`config.mk`:
```
export PLATFORM = sky130hd
export DESIGN_NAME = bram1_result_reader
export DESIGN_NICKNAME = d
export VERILOG_FILES = /design/src/rtl/bram1_result_reader.sv
export SDC_FILE = /design/constraint.sdc
export NUM_CORES = 1
export LEC_CHECK = 0
export ABC_AREA = 1
export BUFFER_PORTS_ARGS = -buffer_cell sky130_fd_sc_hd__buf_2
export CAP_MARGIN = 0
export CORE_MARGIN = 4
export CORE_UTILIZATION = 60
export DETAILED_ROUTE_END_ITERATION = 12
export GPL_TIMING_DRIVEN = 0
export PLACE_DENSITY = 0.89
export SETUP_SLACK_MARGIN = 0.5
export SYNTH_ARGS = -nofsm -noshare
export SYNTH_HDL_FRONTEND = slang
export SYNTH_SLANG_ARGS = --single-unit
```
`constraint.sdc`:
```
create_clock -name clk -period 5.77 [get_ports clk]
set_input_delay 1.731 -clock clk [delete_from_list [all_inputs] [get_ports clk]]
set_output_delay 1.731 -clock clk [all_outputs]
set_load 0.01 [all_outputs]
```
`src/rtl/bram1_result_reader.sv`:
```
// ---------------------------------------------------------------------------
// bram1_result_reader
//
// Drains accumulated results from BRAM1. The block reads run_count_i rows,
// starting at address 0. Each row is DWIDTH bits wide and holds
// DWIDTH/OUT_WIDTH result words. Every row is split into its words, and the
// words leave on a valid/ready master port with lane 0 (the low bits) first.
//
// Optional build macro: BRAM1_READER_STALL_CNT_EN
//   When this macro is defined, the block adds stall_cnt_o. That output counts
//   the RUN cycles in which a word was offered (m_valid_o=1) but not accepted
//   (m_ready_i=0).
//
// Ports
//   clk, reset        clock; synchronous active-high reset
//   start_run_i       start pulse, sampled only in IDLE
//   run_count_i       number of rows to read, latched together with the start
//   q_b1_i            BRAM1 read data, valid one cycle after a ce_b1_o read
//   addr_b1_o         BRAM1 row address (wraps modulo 2^AWIDTH)
//   ce_b1_o           BRAM1 chip enable (read strobe)
//   we_b1_o, d_b1_o   BRAM1 write port, tied off (this block only reads)
//   m_valid_o         output word valid
//   m_ready_i         downstream ready
//   m_data_o          output word
//   m_last_o          set with the final word of the run
//   idle_o/run_o/done_o  one-hot FSM state
//   stall_cnt_o       (optional) count of stalled valid cycles, saturating
// ---------------------------------------------------------------------------
module bram1_result_reader #(
    parameter int CNT_BIT   = 31,
    parameter int DWIDTH    = 64,
    parameter int AWIDTH    = 8,
    parameter int OUT_WIDTH = 16
) (
    input  logic                 clk,
    input  logic                 reset,
    input  logic                 start_run_i,
    input  logic [CNT_BIT-1:0]   run_count_i,
    input  logic [DWIDTH-1:0]    q_b1_i,
    output logic [AWIDTH-1:0]    addr_b1_o,
    output logic                 ce_b1_o,
    output logic                 we_b1_o,
    output logic [DWIDTH-1:0]    d_b1_o,
    output logic                 m_valid_o,
    input  logic                 m_ready_i,
    output logic [OUT_WIDTH-1:0] m_data_o,
    output logic                 m_last_o,
    output logic                 idle_o,
    output logic                 run_o,
    output logic                 done_o
`ifdef BRAM1_READER_STALL_CNT_EN
    ,
    output logic [31:0]          stall_cnt_o
`endif
);

    localparam int LANES  = DWIDTH / OUT_WIDTH;
    localparam int LANE_W = (LANES > 1) ? $clog2(LANES) : 1;
    localparam logic [LANE_W-1:0] LANE_LAST = LANE_W'(LANES - 1);

    typedef enum logic [1:0] {
        S_IDLE = 2'd0,
        S_RUN  = 2'd1,
        S_DONE = 2'd2
    } state_t;

    state_t state_q, state_n;

    // Run control
    logic [CNT_BIT-1:0] count_q;
    logic [CNT_BIT-1:0] rows_issued_q;   // also the row index; its low bits form the address
    logic [CNT_BIT-1:0] rows_popped_q;   // the row index of the current FIFO head
    logic [LANE_W-1:0]  lane_q;

    // Two-entry row buffer
    logic [DWIDTH-1:0]  row_buf [2];
    logic               wr_ptr_q;
    logic               rd_ptr_q;
    logic [1:0]         occ_q;

    // Set when a read was issued in the previous cycle, so that q_b1_i is valid now.
    logic               rd_vld_p1;

    logic start_accept;
    logic slot_free;
    logic issue;
    logic push;
    logic hs;
    logic pop;
    logic lane_last;
    logic [DWIDTH-1:0] head_row;

    assign start_accept = (state_q == S_IDLE) && start_run_i;

    // A slot is free only when the stored rows plus the read in flight stay
    // below two. A pop in the same cycle is not counted, so the buffer can
    // never overflow. One read every four words still keeps the output stream
    // running without gaps.
    assign slot_free = (occ_q == 2'd0) || ((occ_q == 2'd1) && !rd_vld_p1);
    assign issue     = (state_q == S_RUN) && (rows_issued_q < count_q) && slot_free;
    assign push      = rd_vld_p1;

    assign head_row  = row_buf[rd_ptr_q];
    assign lane_last = (lane_q == LANE_LAST);
    assign hs        = m_valid_o && m_ready_i;
    assign pop       = hs && lane_last;

    assign ce_b1_o   = issue;
    assign addr_b1_o = issue ? rows_issued_q[AWIDTH-1:0] : '0;
    assign we_b1_o   = 1'b0;
    assign d_b1_o    = '0;

    // m_valid_o depends only on registered state. It never looks at m_ready_i.
    assign m_valid_o = (state_q == S_RUN) && (occ_q != 2'd0);
    assign m_data_o  = m_valid_o ? head_row[lane_q*OUT_WIDTH +: OUT_WIDTH] : '0;
    assign m_last_o  = m_valid_o && lane_last && (rows_popped_q == count_q - CNT_BIT'(1));

    assign idle_o    = (state_q == S_IDLE);
    assign run_o     = (state_q == S_RUN);
    assign done_o    = (state_q == S_DONE);

    // FSM state register
    always_ff @(posedge clk) begin
        if (reset) begin
            state_q <= S_IDLE;
        end else begin
            state_q <= state_n;
        end
    end

    always_comb begin
        state_n = state_q;
        case (state_q)
            S_IDLE: begin
                if (start_run_i) begin
                    state_n = (run_count_i != '0) ? S_RUN : S_DONE;
                end
            end
            S_RUN: begin
                if (hs && m_last_o) begin
                    state_n = S_DONE;
                end
            end
            S_DONE:  state_n = S_IDLE;
            default: state_n = S_IDLE;
        endcase
    end

    // Read-issue stage -> capture stage (rd_vld_p1), plus buffer and lane control
    always_ff @(posedge clk) begin
        if (reset) begin
            count_q       <= '0;
            rows_issued_q <= '0;
            rows_popped_q <= '0;
            lane_q        <= '0;
            wr_ptr_q      <= 1'b0;
            rd_ptr_q      <= 1'b0;
            occ_q         <= 2'd0;
            rd_vld_p1     <= 1'b0;
        end else if (start_accept) begin
            count_q       <= run_count_i;
            rows_issued_q <= '0;
            rows_popped_q <= '0;
            lane_q        <= '0;
            wr_ptr_q      <= 1'b0;
            rd_ptr_q      <= 1'b0;
            occ_q         <= 2'd0;
            rd_vld_p1     <= 1'b0;
        end else begin
            rd_vld_p1 <= issue;
            if (issue) begin
                rows_issued_q <= rows_issued_q + CNT_BIT'(1);
            end
            if (push) begin
                wr_ptr_q <= ~wr_ptr_q;
            end
            if (hs) begin
                if (lane_last) begin
                    lane_q        <= '0;
                    rd_ptr_q      <= ~rd_ptr_q;
                    rows_popped_q <= rows_popped_q + CNT_BIT'(1);
                end else begin
                    lane_q <= lane_q + LANE_W'(1);
                end
            end
            occ_q <= occ_q + {1'b0, push} - {1'b0, pop};
        end
    end

    // Row data capture (data path, no reset)
    always_ff @(posedge clk) begin
        if (rd_vld_p1) begin
            row_buf[wr_ptr_q] <= q_b1_i;
        end
    end

`ifdef BRAM1_READER_STALL_CNT_EN
    always_ff @(posedge clk) begin
        if (reset) begin
            stall_cnt_o <= '0;
        end else if (start_accept && (run_count_i != '0)) begin
            stall_cnt_o <= '0;
        end else if ((state_q == S_RUN) && m_valid_o && !m_ready_i && (stall_cnt_o != 32'hFFFF_FFFF)) begin
            stall_cnt_o <= stall_cnt_o + 32'd1;
        end
    end
`endif

endmodule
```
==> results of run 1 <==
==> state kept, by name, indices dropped and copies added (netlist names), named ones only <==
signal / cells
count_q: 31
rows_popped_q: 31
lane_q: 2
row_buf: 128
push: 1
occ_q: 2
rows_issued_q: 31
wr_ptr_q: 1
state_q: 2
rd_ptr_q: 1
==> cell usage after synthesis (all sizes together), types with 36 or more instances <==
cell	count
buf	71
nor2	242
edfxtp	128
clkbuf	42
inv	125
ha	36
a21oi	102
dfxtp	103
o21ai	134
nand3	54
nand2	254
==> cells in the final DEF, fill, tap and decap left out, drive strengths merged <==
master    synthesis  layout
or2               4       4
conb              1      65
a31oi            18      18
o21bai            3       3
inv             125     127
buf              71     202
a211oi            2       2
nand3b            8       8
dfxtp           103     103
o21ai           134     134
bufinv            0       1
nor3b             3       3
ha               36      36
o31ai             1       1
nor4             20      20
nand4            30      30
nand2           254     254
nor3             30      30
xor2             30      30
o22ai            16      16
edfxtp          128     128
xnor2            25      25
and2              1       1
clkinv            2      15
diode             0       2
o211ai            4       4
clkbuf           42      67
nand3            54      54
a21boi            1       1
a21oi           102     102
nor2            242     242
clkinvlp          0       3
==> final cells by class <==
cell class	count	area, um^2
plain buffers	113	673
repair buffers	131	708
well taps	270	338
inverters	127	479
fillers	1480	5800
clock buffers	25	614
diodes	2	5.00
multi-input cells	1083	5550
clock inverters	19	166
flip-flops and latches	231	5910
==> cells by family after synthesis <==
kind of cell	Yosys count
AOI/OAI and AO/OA	281
xor gates and xnor gates	55
adders and majority gates	36
buffers and inverters	240
DFF	231
other	1
and+or+nand+nor	646
==> power by group through the flow <==
stage / Combinational, mW / Clock [mW] / Sequential (mW)
after CTS: 0.483 / 1.53 / 1.82
final: 0.496 / 1.53 / 1.82
after floorplan: 0.330 / 0 / 1.84
after detailed placement: 0.475 / 0 / 1.85
after global routing: 0.550 / 1.60 / 1.82
after global placement: 0.460 / 0 / 1.85
==> path summary, 6_finish.rpt <==
| check | endpoint | cells after the start | start |
|---|---|---|---|
| worst max-delay path | ce_b1_o | 11 | count_q[2] |
| worst min register to register | register | 2 | rd_ptr_q |
| worst min-delay path | register | 2 | rd_ptr_q |
| worst max register to register | rows_issued_q[30] | 13 | count_q[2] |
==> layer usage <==
layer  vias to the layer above  share of wire, %  GRT usage (%)
li1                       5370                 -              -
met1                      5173                38           38.6
met2                       738                47           49.8
met3                       116                10           4.02
met4                         0               4.2           11.9
met5                         -                 0              0
==> tightest hold or removal path, stage by stage, from the launching register on <==
cell     delay [ns]
dfxtp_1        0.31
inv_1          0.08
a21oi_1        0.07
==> impl_metrics.py, run 1 <==
metrics = {
    "pwr": {
        "powerDensity_nw_per_um2": 266,
        "pwr-share-comb_pct": 12.9,
        "netSwitchingFraction_pct": 27.5,
        "p_clk_share_pct": 39.7,
        "leakagePower_nw": 5.95,
        "p_int_mw": 2.78,
        "seqPwrFrac_pct": 47.3,
        "p_sw_mw": 1.05,
        "p_total_mw": 3.84,
        "ir_drop_mv": 0.307,
    },
    "setup_path": {
        "critical_path_buf_inv_count": 4,
        "crit_path_end_kind": "output port",
        "cp.arrival_ns": 3.14,
        "required_ns": 4.04,
        "crit_slowest_cell": "dfxtp_1",
        "reg2reg_slack_ns": 3.01,
        "max_stage_delay_ns": 0.39,
        "path_common_cell": "a21oi_1",
        "cp_max_fo": 10,
        "critPathKind": "register to output port",
        "cp_top_family": "buffers and inverters",
        "cp-start-kind": "register",
        "crit_chain": "inv_1 -> ha_1 -> a21oi_1 -> a21oi_1 -> o211ai_1 -> nand2_1 -> nand3_1 -> nand4_1 -> inv_2 -> clkbuf_1 -> buf_2",
    },
    "sta": {
        "fin_worst_skew_ns": 0.0265,
        "worst_pin_slew_ns": 0.758,
        "clock.fmax_ghz": 0.205,
        "holdWs_ns": 0.499,
        "min_period_ns": 4.87,
        "rsz0062_at_grt": "no",
        "hold_viol": 0,
        "timing.final.ws_setup_ns": 0.899,
        "timing.final.crit_share_pct": 84.4,
        "slew_viol_final": 0,
        "slew_headroom_pct": 49.4,
        "setup_tns_ns": 0,
        "setup_viol": 0,
    },
    "route": {
        "viasPerCell": 5.70,
        "detail_route.first_pass.iterations": 7,
        "postRouteAntennaNets": 0,
        "drtIter0Drc": 1090,
        "wl_per_cell_um": 17.5,
        "via_count": 11400,
        "drc": 0,
        "wirelength_um": 35000,
    },
    "synthesis": {
        "ys_seq_elements": 231,
        "synth_top_family_by_area": "simple AND/OR/NAND/NOR gates",
        "synth_ff_type": "edfxtp_1",
        "seq_area_frac_synth_pct": 47.8,
        "synth_area_leader_cell": "edfxtp_1",
        "synth_edf_count": 128,
        "synth_cell_type_count": 47,
        "netlist_top_cells_area": "edfxtp_1, dfxtp_1, nand2_1, nor2_1, o21ai_0",
        "avgSynthCellArea_um2": 8.29,
        "synth_xor_xnor_area_share_pct": 3.90,
        "syn_area_um2": 12400,
        "synth_fa_ha_area_share_pct": 3.65,
        "ys_async_sr_fraction_pct": 0,
        "synth.mux.area_fraction_pct": 0,
        "synth_compound_area_share_pct": 11.9,
        "yosys_warnings": 0,
        "synth-simple-area-share_pct": 23.4,
        "synthCells": 1490,
        "yosysTopAreaCellShare_pct": 31.1,
    },
    "placed_design": {
        "dp_hpwl_um": 25500,
        "place.gp.congestion": 0.981,
        "port_buffers": 128,
        "dp_cells": 1955,
        "post-place-ws_ns": 1.64,
        "placed_cell_area_um2": 13700,
    },
    "floorplanning": {
        "die_width_um": 152,
        "die_area_um2": 23000,
        "initial_core_util_pct": 61.1,
        "rows": 52,
        "io_pins": 194,
        "core_area_um2": 20200,
        "die_h_um": 152,
    },
    "finish": {
        "final_util_pct": 71.3,
        "syn2layout_area_growth_pct": 16.8,
        "nets": 1846,
        "final_cell_area_um2": 14400,
        "final_cells": 2001,
        "drive_gt1_share_pct": 16.5,
    },
    "grt": {
        "grt_pass1_wl_um": 53300,
        "grt_usage_pct": 29.5,
        "grt_pass1_vias": 10600,
        "overflow": 0,
        "grt_max_degree": 34,
        "antenna_found_initial": 2,
    },
    "clock_tree": {
        "cts.path.max_buffers": 3,
        "clk_pin_slew_ns": 0.07,
        "cts_tree": "yes",
        "root_buffer": "clkbuf_16",
        "postCtsSetupBuffers": 0,
        "cts_buffers": 24,
        "ctsHoldBuffers": 0,
        "worstSkewPairLatency_ns": 0.55,
        "htree_levels": 1,
        "cts_sinks": 231,
        "cts-resized-gates": 0,
    },
    "job": {
        "max_cap_violations": 0,
    },
    "worst_hold_path": {
        "hold_class": "register to register",
    },
    "run_status": {
        "outcome": "finished, final reports clean",
    },
}
Note: power is estimated with default switching activity, not from simulation.
==> inputs of run 2 (changes only) <==
Settings changed: CORE_UTILIZATION 60 to 57, PLACE_DENSITY 0.89 to 0.85.
Clock period 5.77 ns to 4.6 ns, I/O delays scaled along.
==> impl_metrics.py, run 2 (synthesis gave the netlist of run 1 again) <==
metrics = {
    "grt": {
        "overflow": 0,
        "grt_usage_pct": 27.6,
        "grt_pass1_vias": 10600,
        "grt_pass1_wl_um": 53600,
        "antenna_found_initial": 1,
        "grt_max_degree": 42,
    },
    "clock_tree": {
        "cts_tree": "yes",
        "worstSkewPairLatency_ns": 0.55,
        "root_buffer": "clkbuf_16",
        "clk_pin_slew_ns": 0.06,
        "cts_sinks": 231,
        "ctsHoldBuffers": 0,
        "cts_buffers": 24,
        "htree_levels": 1,
        "cts.path.max_buffers": 3,
    },
    "route": {
        "topRoutingLayerUsed": "met4",
        "drtIter0Drc": 1221,
        "drc": 0,
        "met2_wirelength_um": 16400,
        "wl_met3_um": 3570,
        "viasPerCell": 5.64,
        "wirelength_um": 34700,
        "via_count": 11300,
        "detail_route.first_pass.iterations": 6,
        "postRouteAntennaNets": 0,
        "wl_per_cell_um": 17.2,
        "wl_met1_um": 13400,
    },
    "pwr": {
        "powerDensity_nw_per_um2": 341,
        "ir_drop_mv": 0.362,
        "leakagePower_nw": 6.06,
        "p_total_mw": 5.01,
    },
    "job": {
        "max_cap_violations": 0,
    },
    "sta": {
        "setup_tns_ns": 0,
        "timing.final.crit_share_pct": 87.8,
        "setup_viol": 0,
        "clock.fmax_ghz": 0.247,
        "hold_viol": 0,
        "fin_worst_skew_ns": 0.0252,
        "slew_viol_final": 0,
        "worst_pin_slew_ns": 0.812,
        "slew_headroom_pct": 45.9,
        "min_period_ns": 4.04,
        "rsz0062_at_grt": "yes",
    },
    "worst_hold_path": {
        "hold_class": "register to register",
        "hold_start": "rd_ptr_q",
    },
    "placed_design": {
        "placed_cell_area_um2": 13700,
        "dp_hpwl_um": 25400,
        "port_buffers": 128,
        "place.gp.congestion": 0.960,
        "dp_cells": 1960,
    },
    "setup_path": {
        "critPathKind": "register to output port",
        "required_ns": 3.22,
        "timing.rr.start": "count_q[10]",
        "cp-start-kind": "register",
        "crit_path_end_kind": "output port",
        "startpoint": "count_q[10]",
        "cp.arrival_ns": 2.66,
        "cp_max_fo": 5,
    },
    "floorplanning": {
        "io_pins": 194,
        "die_area_um2": 24100,
        "die_h_um": 155,
        "rows": 53,
        "die_width_um": 155,
        "core_area_um2": 21200,
        "initial_core_util_pct": 58.4,
    },
    "finish": {
        "final_cell_mix": "nand2_1, nor2_1, buf_2",
        "final_cell_area_um2": 14700,
        "final_cells": 2012,
        "nets": 1853,
        "layout_commonest_cell": "nand2_1",
        "largest-register": "row_buf",
        "drive_gt1_share_pct": 18.7,
        "largest_reg_flops": 128,
        "syn2layout_area_growth_pct": 18.9,
    },
    "run_status": {
        "outcome": "finished, final reports clean",
    },
}
-- run 2: cell types whose count changed in the layout (fill, tap and decap cells not counted), sizes merged --
cell,delta
buf,+4
bufinv,+4
clkbuf,+3
clkinvlp,-3
clkinv,-2
inv,-1
nor2,+1
-- run 2: worst paths after layout --
path	cells past startpoint	endpoint	slack, ns
max reg2reg	14	rows_issued_q[30]	2.07
min reg2reg	2	rd_ptr_q	0.48
max	12	addr_b1_o[0]	0.56
min	2	rd_ptr_q	0.48
-- run 2: cell type report --
class | count | area, um^2
Antenna cell | 2 | 5.00
Buffer | 113 | 702
Clock buffer | 26 | 608
Clock inverter | 17 | 234
Fill cell | 1596 | 6460
Inverter | 127 | 480
Multi-Input combinational cell | 1084 | 5640
Sequential cell | 231 | 5920
Tap cell | 275 | 344
Timing Repair Buffer | 137 | 761
-- run 2: timing repair --
action | in CTS | in global routing
setup endpoints to repair | 20 | 11
resized for setup | 13 | 35
hold endpoints to repair | 0 | 0
pin swaps | 1 | 2
buffers inserted | 3 | 3
cloned | 1 | 0
-- run 2: stage by stage --
step / setup slack, ns / hold slack, ns / utilization (%)
after global placement: -0.311 / 0.457 / 64.2
final: 0.559 / 0.478 / 69.5
after CTS: 0.530 / 0.479 / 68.9
after detailed placement: 0.814 / 0.469 / 64.6
after floorplan: 1.02 / 0.447 / -
after global routing: 0.448 / 0.509 / 69.5
-- run 2: metal layers --
| layer | up-vias | GRT usage (%) |
|---|---|---|
| met3 | 111 | 4.51 |
| li1 | 5374 | - |
| met2 | 678 | 46.1 |
| met1 | 5181 | 36.5 |
| met5 | - | 0 |
| met4 | 0 | 10.3 |
-- run 2: power breakdown --
part	total, mW	leakage (nW)	internal [mW]	switching [mW]
Sequential	2.28	2.00	2.24	0.0456
Clock	2.07	0.414	1.24	0.826
Combinational	0.656	3.64	0.232	0.424
Total	5.01	6.06	3.71	1.30
-- run 2: worst max-delay path, cell delays in order, from the launching register on --
cell      delay (ns)
dfxtp_1         0.42
inv_1           0.09
ha_1            0.33
a21oi_1         0.19
o31ai_1         0.10
a21oi_1         0.18
nand2_1         0.07
nand3_1         0.07
nand4_1         0.09
buf_4           0.18
clkbuf_8        0.14
nor2_2          0.13
buf_2           0.16
==> inputs of run 3 (changes only) <==
Settings changed: PLACE_DENSITY 0.85 to 0.8, SLEW_MARGIN set to 0.
==> impl_metrics.py, run 3 (synthesis gave the netlist of run 1 again) <==
metrics = {
    "run_status": {
        "outcome": "finished, final reports clean",
    },
    "worst_hold_path": {
        "hold_class": "register to register",
    },
    "placed_design": {
        "place.gp.congestion": 0.966,
        "post-place-ws_ns": 0.780,
        "port_buffers": 128,
        "dp_hpwl_um": 25600,
        "dp_cells": 1960,
    },
    "clock_tree": {
        "htree_levels": 1,
        "worstSkewPairLatency_ns": 0.55,
        "cts_buffers": 25,
        "clk_pin_slew_ns": 0.06,
        "cts_sinks": 231,
        "ctsHoldBuffers": 0,
        "root_buffer": "clkbuf_16",
        "cts.path.max_buffers": 3,
        "cts_tree": "yes",
    },
    "setup_path": {
        "required_ns": 3.22,
        "cp_max_fo": 10,
        "cp-start-kind": "register",
        "crit_path_end_kind": "output port",
        "cp.arrival_ns": 2.60,
        "critPathKind": "register to output port",
    },
    "finish": {
        "drive_gt1_share_pct": 20.0,
        "final_cells": 2021,
        "syn2layout_area_growth_pct": 19.3,
        "largest-register": "row_buf",
        "largest_reg_flops": 128,
        "final_util_pct": 69.7,
        "final_cell_mix": "nand2_1, nor2_1, buf_2",
        "nets": 1859,
        "layout_commonest_cell": "nand2_1",
    },
    "sta": {
        "min_period_ns": 3.98,
        "setup_tns_ns": 0,
        "fin_worst_skew_ns": 0.0142,
        "rsz0062_at_grt": "yes",
        "timing.final.ws_setup_ns": 0.618,
        "timing.final.crit_share_pct": 86.6,
        "worst_pin_slew_ns": 0.835,
        "slew_headroom_pct": 44.3,
        "slew_viol_final": 0,
        "hold_viol": 0,
        "clock.fmax_ghz": 0.251,
        "setup_viol": 0,
    },
    "floorplanning": {
        "die_h_um": 155,
        "rows": 53,
        "initial_core_util_pct": 58.4,
        "die_width_um": 155,
        "die_area_um2": 24100,
        "io_pins": 194,
        "core_area_um2": 21200,
    },
    "grt": {
        "busiest_layer": "met2",
        "grt_max_degree": 42,
        "grt_pass1_wl_um": 53100,
        "gr-usage-met3_pct": 3.67,
        "grt_util_met1_pct": 37.5,
        "overflow": 0,
        "antenna_found_initial": 4,
        "grt_util_met2_pct": 46.0,
        "grt_usage_pct": 27.6,
        "grt_pass1_vias": 10300,
    },
    "route": {
        "wirelength_um": 34900,
        "viasPerCell": 5.51,
        "drtIter0Drc": 1002,
        "detail_route.first_pass.iterations": 6,
        "drc": 0,
        "via_count": 11100,
        "wl_per_cell_um": 17.3,
        "postRouteAntennaNets": 0,
    },
    "pwr": {
        "seqPwrFrac_pct": 46.6,
        "powerDensity_nw_per_um2": 332,
        "p_total_mw": 4.90,
        "pwr-share-comb_pct": 13.5,
        "p_int_mw": 3.56,
        "leakagePower_nw": 6.05,
        "p_clk_share_pct": 39.9,
        "p_sw_mw": 1.34,
        "netSwitchingFraction_pct": 27.3,
        "ir_drop_mv": 0.314,
    },
    "job": {
        "max_cap_violations": 0,
    },
}
-- run 3: cell types whose count changed in the layout (fill, tap and decap cells not counted), moves of 3 or more --
cell,previous run,this run
buf_4,71,77
clkinvlp_4,0,4
dfxtp_4,0,4
bufinv_16,5,1
nor2_1,224,216
clkbuf_2,2,5
nor2_2,12,18
clkinv_1,5,2
-- run 3: power by group through the flow --
stage,registers (mW),clock network [mW],logic [mW]
CTS,2.28,1.96,0.614
global route,2.29,2.06,0.732
detailed placement,2.32,0,0.596
finish,2.28,1.96,0.660
global placement,2.32,0,0.580
floorplan,2.31,0,0.414
-- run 3: path summary, 6_finish.rpt --
kind         startpoint                 to  slack [ns]  depth (start not counted)
max          count_q[8]       addr_b1_o[3]        0.62                         12
min            rd_ptr_q           register        0.48                          2
max reg2reg  state_q[0]  rows_popped_q[23]        2.06                          8
min reg2reg    rd_ptr_q           register        0.48                          2
-- run 3: routing by layer --
metal / routed length, um / part of all wire [%]
met1: 14400 / 41
met2: 16700 / 48
met3: 2720 / 7.8
met4: 1170 / 3.3
met5: 12 / 0.034
-- run 3: stage by stage --
step	cell area [um^2]	hold slack, ns
final	14700	0.480
after detailed placement	13700	0.478
after global placement	13600	0.457
after CTS	14500	0.480
after floorplan	12600	0.447
after global routing	14700	0.496
-- run 3: worst max-delay path, stage by stage (launching register included) --
cell     delay, ns
dfxtp_4       0.39
inv_1         0.10
ha_1          0.32
a21oi_1       0.19
o31ai_2       0.08
a21oi_1       0.13
nand2_1       0.07
nand3_1       0.07
nand4_1       0.10
buf_4         0.18
buf_4         0.18
nor2_1        0.10
buf_2         0.14
-- run 3: layout make-up --
| cell class | count | area (um^2) |
|---|---|---|
| well taps | 275 | 344 |
| inverters | 127 | 483 |
| flip-flops and latches | 231 | 5940 |
| fillers | 1694 | 6410 |
| repair buffers | 142 | 791 |
| diodes | 4 | 10.0 |
| clock inverters | 15 | 139 |
| clock buffers | 30 | 654 |
| multi-input cells | 1084 | 5690 |
| plain buffers | 113 | 699 |
-- run 3: what timing repair did --
action                                  in CTS  in global routing
endpoints found under the setup margin      26                 13
cloned                                       1                  0
setup buffers                                3                  8
gates resized for setup                     13                 61
pin swaps                                    1                  5
